`config.mk`:
```
export PLATFORM = sky130hd
export DESIGN_NAME = branch_resolve
export DESIGN_NICKNAME = d
export VERILOG_FILES = /design/src/rtl/branch_resolve.sv
export SDC_FILE = /design/constraint.sdc
export NUM_CORES = 1
export LEC_CHECK = 0
export CORE_MARGIN = 10
export CORE_UTILIZATION = 35
export DETAILED_ROUTE_END_ITERATION = 8
export HOLD_SLACK_MARGIN = 0.08
export PLACE_DENSITY = 0.68
export SYNTH_ARGS = -nofsm -noshare
export SYNTH_HDL_FRONTEND = slang
export SYNTH_SLANG_ARGS = --single-unit
export TNS_END_PERCENT = 20
```
`constraint.sdc`:
```
create_clock -name clk -period 1.7 [get_ports clk]
set_input_delay 0.34 -clock clk [delete_from_list [all_inputs] [get_ports clk]]
set_output_delay 0.34 -clock clk [all_outputs]
set_load 0.01 [all_outputs]
```
`src/rtl/branch_resolve.sv`:
```
// MIPS conditional-branch resolver: condition decode, target compute and IF redirect handshake.
// Optional BR_RESOLVE_STATS_EN adds resolved/taken branch counters.
module branch_resolve #(
  parameter int unsigned ADDR_W     = 32,
  parameter int unsigned DELAY_SLOT = 1
) (
  input  logic              clk,
  input  logic              reset_n,
  input  logic              br_valid,
  input  logic [2:0]        br_type,
  input  logic              operands_ready,
  input  logic              greater,
  input  logic              equal,
  input  logic              less,
  input  logic [ADDR_W-1:0] pc_plus4,
  input  logic [15:0]       offset,
  input  logic              redirect_ready,
  output logic              redirect_valid,
  output logic [ADDR_W-1:0] redirect_target,
  output logic              taken,
  output logic              stall_id,
`ifdef BR_RESOLVE_STATS_EN
  output logic [31:0]       br_count,
  output logic [31:0]       taken_count,
`endif
  output logic              flush_if
);

  typedef enum logic [1:0] {
    IDLE,
    WAIT_OPS,
    REDIRECT
  } state_t;

  state_t              state;
  logic                cond;
  logic                decide;
  logic [ADDR_W-1:0]   offset_ext;
  logic [ADDR_W-1:0]   target_next;
  logic [ADDR_W-1:0]   target_q;

  always_comb begin
    cond = 1'b0;
    case (br_type)
      3'd0:    cond = equal;
      3'd1:    cond = !equal;
      3'd2:    cond = greater;
      3'd3:    cond = less | equal;
      3'd4:    cond = less;
      3'd5:    cond = greater | equal;
      default: cond = 1'b0;
    endcase
  end

  assign offset_ext  = {{(ADDR_W-18){offset[15]}}, offset, 2'b00};
  assign target_next = pc_plus4 + offset_ext;

  // A branch resolves in IDLE or WAIT_OPS as soon as its operands are final.
  assign decide = (state != REDIRECT) && br_valid && operands_ready;

  always_ff @(posedge clk or negedge reset_n) begin
    if (!reset_n) begin
      state    <= IDLE;
      target_q <= '0;
      taken    <= 1'b0;
    end else begin
      taken <= 1'b0;
      case (state)
        IDLE, WAIT_OPS: begin
          if (!br_valid) begin
            state <= IDLE;
          end else if (!operands_ready) begin
            state <= WAIT_OPS;
          end else if (cond) begin
            state    <= REDIRECT;
            target_q <= target_next;
            taken    <= 1'b1;
          end else begin
            state <= IDLE;
          end
        end
        REDIRECT: begin
          if (redirect_ready) state <= IDLE;
        end
        default: state <= IDLE;
      endcase
    end
  end

  assign redirect_valid  = (state == REDIRECT);
  assign redirect_target = target_q;

  // Gated by reset so the combinational IDLE term cannot hold ID while reset is asserted.
  assign stall_id = reset_n &&
                    (((state == IDLE) && br_valid && !operands_ready) ||
                     (state == WAIT_OPS) || (state == REDIRECT));

  generate
    if (DELAY_SLOT == 0) begin : g_flush
      assign flush_if = (state == REDIRECT) && redirect_ready;
    end else begin : g_no_flush
      assign flush_if = 1'b0;
    end
  endgenerate

`ifdef BR_RESOLVE_STATS_EN
  always_ff @(posedge clk or negedge reset_n) begin
    if (!reset_n) begin
      br_count    <= '0;
      taken_count <= '0;
    end else if (decide) begin
      br_count <= br_count + 32'd1;
      if (cond) taken_count <= taken_count + 32'd1;
    end
  end
`endif

endmodule

```
==> results of run 1 <==
==> cell usage after synthesis (all sizes together), types with 2 or more instances <==
| master | number |
|---|---|
| xor2 | 17 |
| o21ba | 2 |
| a31oi | 2 |
| o211ai | 4 |
| nand3 | 6 |
| clkbuf | 7 |
| ha | 29 |
| dfrtp | 35 |
| buf | 4 |
| and3 | 2 |
| o31ai | 5 |
| a21o | 12 |
| o21ai | 45 |
| nor3b | 2 |
| a211oi | 8 |
| o21a | 2 |
| a21oi | 24 |
| o31a | 2 |
| nand2 | 53 |
| a221oi | 2 |
| nand2b | 4 |
| nand4 | 4 |
| xnor2 | 12 |
| nor3 | 3 |
| a211o | 2 |
| nor2 | 13 |
| mux2 | 4 |
| nor2b | 2 |
| o21bai | 3 |
| inv | 11 |
==> sequential cells by signal, summed over array words and instances, names as in the netlist <==
signal and cells:
taken 1, state 2, redirect_target 32
==> final timing paths <==
kind                                                 from                               to  slack (ns)  cells after the start
hold reg to reg            redirect_target[4]$_DFFE_PN0P_   redirect_target[4]$_DFFE_PN0P_        0.48                      2
setup / recovery                              pc_plus4[2]  redirect_target[24]$_DFFE_PN0P_       -0.50                     12
max in group asynchronous                         reset_n             state[0]$_DFFE_PN0P_        1.28                      2
hold / removal                                    reset_n  redirect_target[15]$_DFFE_PN0P_        0.11                      2
min in group clk                                offset[0]   redirect_target[2]$_DFFE_PN0P_        0.40                      3
setup reg to reg                     state[1]$_DFFE_PN0P_  redirect_target[11]$_DFFE_PN0P_        0.17                      5
==> logic make-up (layout without fill, tap and decap cells) <==
kind of cell / after synthesis / in the layout / share of synthesized area
and+or+nand+nor: 94 / 94 / 0.146
other: 1 / 1 / 0.00130
DFF: 35 / 35 / 0.304
buffers and inverters: 22 / 212 / 0.0313
xor gates and xnor gates: 29 / 29 / 0.0883
AOI/OAI and AO/OA: 124 / 124 / 0.280
muxes: 4 / 4 / 0.0157
adders and majority gates: 30 / 30 / 0.133
==> final cells by class <==
class | count | area, um2
clock inverters | 3 | 47.5
well taps | 105 | 131
multi-input cells | 282 | 2580
fillers | 642 | 2680
repair buffers | 193 | 1670
clock buffers | 5 | 68.8
inverters | 11 | 41.3
flip-flops and latches | 35 | 876
==> power groups by stage <==
| stage | logic [W] | clock network (W) | registers, W |
|---|---|---|---|
| 6_report | 0.00237 | 0.000769 | 0.00125 |
| 3_3_place_gp | 0.00200 | 0 | 0.00126 |
| 2_1_floorplan | 0.000730 | 0 | 0.00137 |
| 3_5_place_dp | 0.00203 | 0 | 0.00127 |
| 4_1_cts | 0.00224 | 0.000777 | 0.00125 |
| 5_1_grt | 0.00256 | 0.000824 | 0.00128 |
==> metal layers <==
layer  vias up  track usage  part of all wire  wire, um
li1       1603            -                 -         -
met1      1554        0.184              0.43      4450
met2        89        0.290              0.52      5440
met3        18       0.0265             0.036       375
met4         0       0.0477             0.019       196
met5         -            0                 0         0
==> cell usage in the layout (no fill, tap or decap), types with 5 or more instances in the layout <==
cell and instances:
xor2_1 14, buf_4 92, a21o_1 12, a21oi_2 6, o21ai_1 17, clkbuf_8 5, ha_1 7, clkdlybuf4s50_1 49
xnor2_1 8, nor2_1 10, dlygate4sd2_1 21, buf_2 7, inv_1 8, buf_6 10, dfrtp_1 35, nand2_1 52
o21ai_0 23, ha_4 22, a21oi_1 18, clkdlybuf4s15_1 7
==> what timing repair did <==
item	in CTS	in global routing
gates resized for setup	164	49
setup endpoints to repair	34	33
setup buffers	9	3
pin swaps	48	25
==> through the flow <==
stage	std cells	instance area, um2	total power (W)
floorplan	339	2920	0.00210
global placement	616	4610	0.00326
detailed placement	616	4610	0.00331
CTS	631	5180	0.00428
global route	634	5420	0.00467
finish	634	5420	0.00439
==> critical path: cells and delay by family <==
kind,cells,cell delay [ns]
simple gates,1,0.26
fa+ha+maj,2,0.45
compound gates,5,0.90
buf+inv,3,0.26
xor+xnor,1,0.16
==> results_dict.tcl, run 1 <==
set metrics [dict create \
    ys_dominant_reg_cell "dfrtp_1" \
    grt_start_max_net_pins 36 \
    wl_um 10500 \
    final_antenna_net_count 0 \
    clock_sinks 35 \
    crit_path_end_kind "flip-flop" \
    place_ws_ns -1.29 \
    clk_latency_ns 0.29 \
    cts_buffers 5 \
    crit_chain "buf_8, ha_4, inv_2, fa_2, and2b_2, o2111ai_4, buf_6, a211oi_4, o41ai_4, o31ai_1, xnor2_1, o21ai_1" \
    grt_overflow 0 \
    finalCritPeriodShare 1.30 \
    cts_root_buf "clkbuf_8" \
    synth_fp_nets 428 \
    p_leak_nw 2.39 \
    cp-start-kind "primary input" \
    path_clk_slew_ns 0.08 \
    io_buffers 93 \
    hold_viol_final 0 \
    failed_checks "negative setup slack" \
    antenna_found_initial 0 \
    required_ns 1.87 \
    routedWlPerCell_um 16.5 \
    syn_inst 339 \
    rsz0062_at_grt "true" \
    synth_edf_count 0 \
    cts_tree "done" \
    cp_max_fo 4 \
    yosysSeqAreaShare 0.304 \
    peakVddDrop_uv 455 \
    htree_levels 2 \
    fin_tns_setup_ns -7.24 \
    die-area_um2 12200 \
    drive_gt1_frac 0.399 \
    synthArstFlopShare 1.00 \
    drtIter0Drc 124 \
    power_switching_w 0.00154 \
    cp.arrival_ns 2.38 \
    core_area_um2 8090 \
    pwr-share-clk 0.175 \
    fin_util 0.669 \
    fin_nets 617 \
    p_int_w 0.00286 \
    crit_type "primary input to flip-flop" \
    io_pins 95 \
    synth_cell_types 54 \
    critical-path-slowest-cell "fa_2" \
    dieHeight_um 111 \
    hpwl_um 7950 \
    setup_slack_ns -0.502 \
    drc 0 \
    place.gp.congestion 0.858 \
    gr-usage-all-layers 0.159 \
    synth-seq-cells 35 \
    clock_path_buffers 2 \
    status "finished with violations" \
    grt_pass1_vias 3504 \
    cts_hold_buf 0 \
    slowest_delay_ns 0.33 \
    dr.pass1.iters 4 \
    synthTopCellsByArea "dfrtp_1, ha_1, o21ai_0" \
    finClkSkew_ns 0.0101 \
    n_antenna_cell 0 \
    syn_avg_cell_area_um2 8.49 \
    combPwrFrac 0.539 \
    final_max_slew_viol_count 0 \
    finalWorstPathRequiredPeriod_ns 2.20 \
    min_path_type "primary input to asynchronous set/reset pin" \
    synth_top_cell_by_area "dfrtp_1" \
    start_util 0.356 \
    synth_area_um2 2880 \
    num_rows 33 \
    synth_top_area_frac 0.304 \
    cap_viol_max_count 0 \
    fmax_mhz 454 \
    grt_pass1_wl_um 16900 \
    netSwitchingFraction 0.350 \
    syn2layout_area_growth_pct 88.2 \
    cellPowerDensity_nw_per_um2 811 \
    ys_warn_count 0 \
    seqPwrFrac 0.285 \
    dr_total_vias 3264 \
    viasPerCell 5.15 \
    die_width_um 111 \
    final-setup-viol-count 22 \
    hold_slack_ns 0.107 \
]
No activity file was read; power rests on OpenSTA's default activity.
==> run 2: changes to the inputs <==
- CTS_CLUSTER_DIAMETER: unset -> 120
==> results of run 2 <==
No change in the layout: final DEF, timing and power equal those of run 1.
==> run 3: changes to the inputs <==
- CORE_UTILIZATION: 35 -> 47
- MAX_ROUTING_LAYER: unset -> met4
- PLACE_DENSITY: 0.68 -> 0.86
==> results_dict.tcl, run 3 (same netlist as run 1, synthesis figures left out) <==
set metrics [dict create \
    endpoint "redirect_target[18]$_DFFE_PN0P_" \
    cts_tree "done" \
    antenna_found_initial 0 \
    cap_viol_max_count 0 \
    peakVddDrop_uv 966 \
    hold_viol_final 0 \
    dr_total_vias 4145 \
    final_cell_mix "buf_4, clkdlybuf4s50_1, nand2_1, dfrtp_1" \
    fillers 235 \
    die_width_um 98.3 \
    drive_gt1_frac 0.414 \
    cp.arrival_ns 2.67 \
    cp-start-kind "primary input" \
    path_clk_slew_ns 0.08 \
    drc 0 \
    final-setup-viol-count 27 \
    final_common_cell "buf_4" \
    finClkSkew_ns 0.0129 \
    place_ws_ns -1.30 \
    core_area_um2 5920 \
    cp-startpoint "pc_plus4[3]" \
    rsz0062_at_grt "true" \
    maxSlewHeadroom 0.625 \
    setup_slack_ns -0.804 \
    grt_overflow 0 \
    cts_root_buf "clkbuf_8" \
    n_antenna_cell 0 \
    viasPerCell 6.78 \
    cellPowerDensity_nw_per_um2 885 \
    placed_area_um2 4560 \
    grt_start_max_net_pins 36 \
    start_util 0.486 \
    rr_startpoint "state[1]$_DFFE_PN0P_" \
    gr-usage-all-layers 0.278 \
    io_pins 95 \
    cts_buffers 5 \
    dr.pass1.iters 8 \
    num_rows 28 \
    routedWlPerCell_um 27.0 \
    wl_um 16500 \
    syn2layout_area_growth_pct 84.2 \
    cts_hold_buf 0 \
    io_buffers 93 \
    final_max_slew_viol_count 0 \
    dpl.cell_count 581 \
    clock_path_buffers 2 \
    grt_pass1_wl_um 21400 \
    drtIter0Drc 668 \
    dieHeight_um 98.3 \
    fin_area_um2 5300 \
    final_antenna_net_count 0 \
    crit_type "primary input to flip-flop" \
    fmax_mhz 399 \
    clock_sinks 35 \
    required_ns 1.87 \
    min_path_type "primary input to asynchronous set/reset pin" \
    fin_cells 611 \
    hpwl_um 8270 \
    htree_levels 2 \
    finalWorstPathRequiredPeriod_ns 2.50 \
    grt_pass1_vias 3964 \
    p_leak_nw 2.37 \
    r2r-end "redirect_target[9]$_DFFE_PN0P_" \
    die-area_um2 9650 \
    fin_nets 624 \
    ff2ff_path_depth 5 \
    finalCritPeriodShare 1.47 \
    status "finished with violations" \
    crit_path_end_kind "flip-flop" \
    clk_latency_ns 0.30 \
    cp_max_fo 3 \
    failed_checks "negative setup slack" \
    r2r_slack_ns -0.06 \
    largest_register_ffs 32 \
    worst_pin_slew_ns 0.561 \
    place.gp.congestion 0.919 \
]
[run 3: power by group]
part           switching [W]  internal, W  total [W]
Combinational        0.00133      0.00131    0.00264
Clock               0.000349     0.000371   0.000720
Sequential          0.000228      0.00110    0.00132
Total                0.00191      0.00278    0.00469
[run 3: how the worst min path moves through the flow]
| stage | start | end | slack [ns] | depth (start not counted) |
|---|---|---|---|---|
| after floorplan | reset_n | redirect_target[0]$_DFFE_PN0P_ | 0.04 | 0 |
| after global placement | reset_n | taken$_DFF_PN0_ | 0.41 | 2 |
| after detailed placement | reset_n | state[1]$_DFFE_PN0P_ | 0.41 | 2 |
| after CTS | reset_n | state[1]$_DFFE_PN0P_ | 0.10 | 2 |
| after global routing | reset_n | redirect_target[9]$_DFFE_PN0P_ | 0.12 | 2 |
| final | reset_n | redirect_target[9]$_DFFE_PN0P_ | 0.09 | 2 |
[run 3: timing repair]
action | in CTS | in global routing
gates resized for setup | 163 | 39
pin swaps | 48 | 20
setup buffers | 16 | 6
setup endpoints to repair | 35 | 33
gates cloned | 0 | 0
[run 3: layer usage]
| metal | routed length [um] | GRT usage | vias up |
|---|---|---|---|
| li1 | - | - | 1628 |
| met1 | 5440 | 0.294 | 1890 |
| met2 | 7540 | 0.479 | 442 |
| met3 | 1820 | 0.0521 | 185 |
| met4 | 1710 | 0.149 | 0 |
| met5 | 0 | - | - |
[run 3: area by class of cell]
class	count	area (um2)	area share
well taps	75	93.8	0.0177
flip-flops and latches	35	877	0.165
repair buffers	200	1700	0.320
multi-input cells	282	2490	0.470
inverters	11	41.3	0.00779
clock buffers	8	100	0.0189
[run 3: per-stage QoR]
stage | hold WS [ns] | utilization | power [W] | TNS, ns
after global routing | 0.122 | 0.895 | 0.00480 | -12.66
after floorplan | 0.0444 | - | 0.00210 | -7.94
after detailed placement | 0.411 | 0.769 | 0.00332 | -30.56
after global placement | 0.407 | 0.769 | 0.00323 | -27.46
final | 0.0911 | 0.895 | 0.00469 | -11.80
after CTS | 0.102 | 0.868 | 0.00419 | -6.95
[run 3: worst max-delay path: stages]
cell       delay (ns)
buf_2            0.12
inv_1            0.07
fa_2             0.42
and2b_2          0.27
o2111ai_4        0.14
buf_6            0.16
a211oi_4         0.36
nor2_2           0.10
o21ba_2          0.24
xor2_2           0.28
o21ai_1          0.16
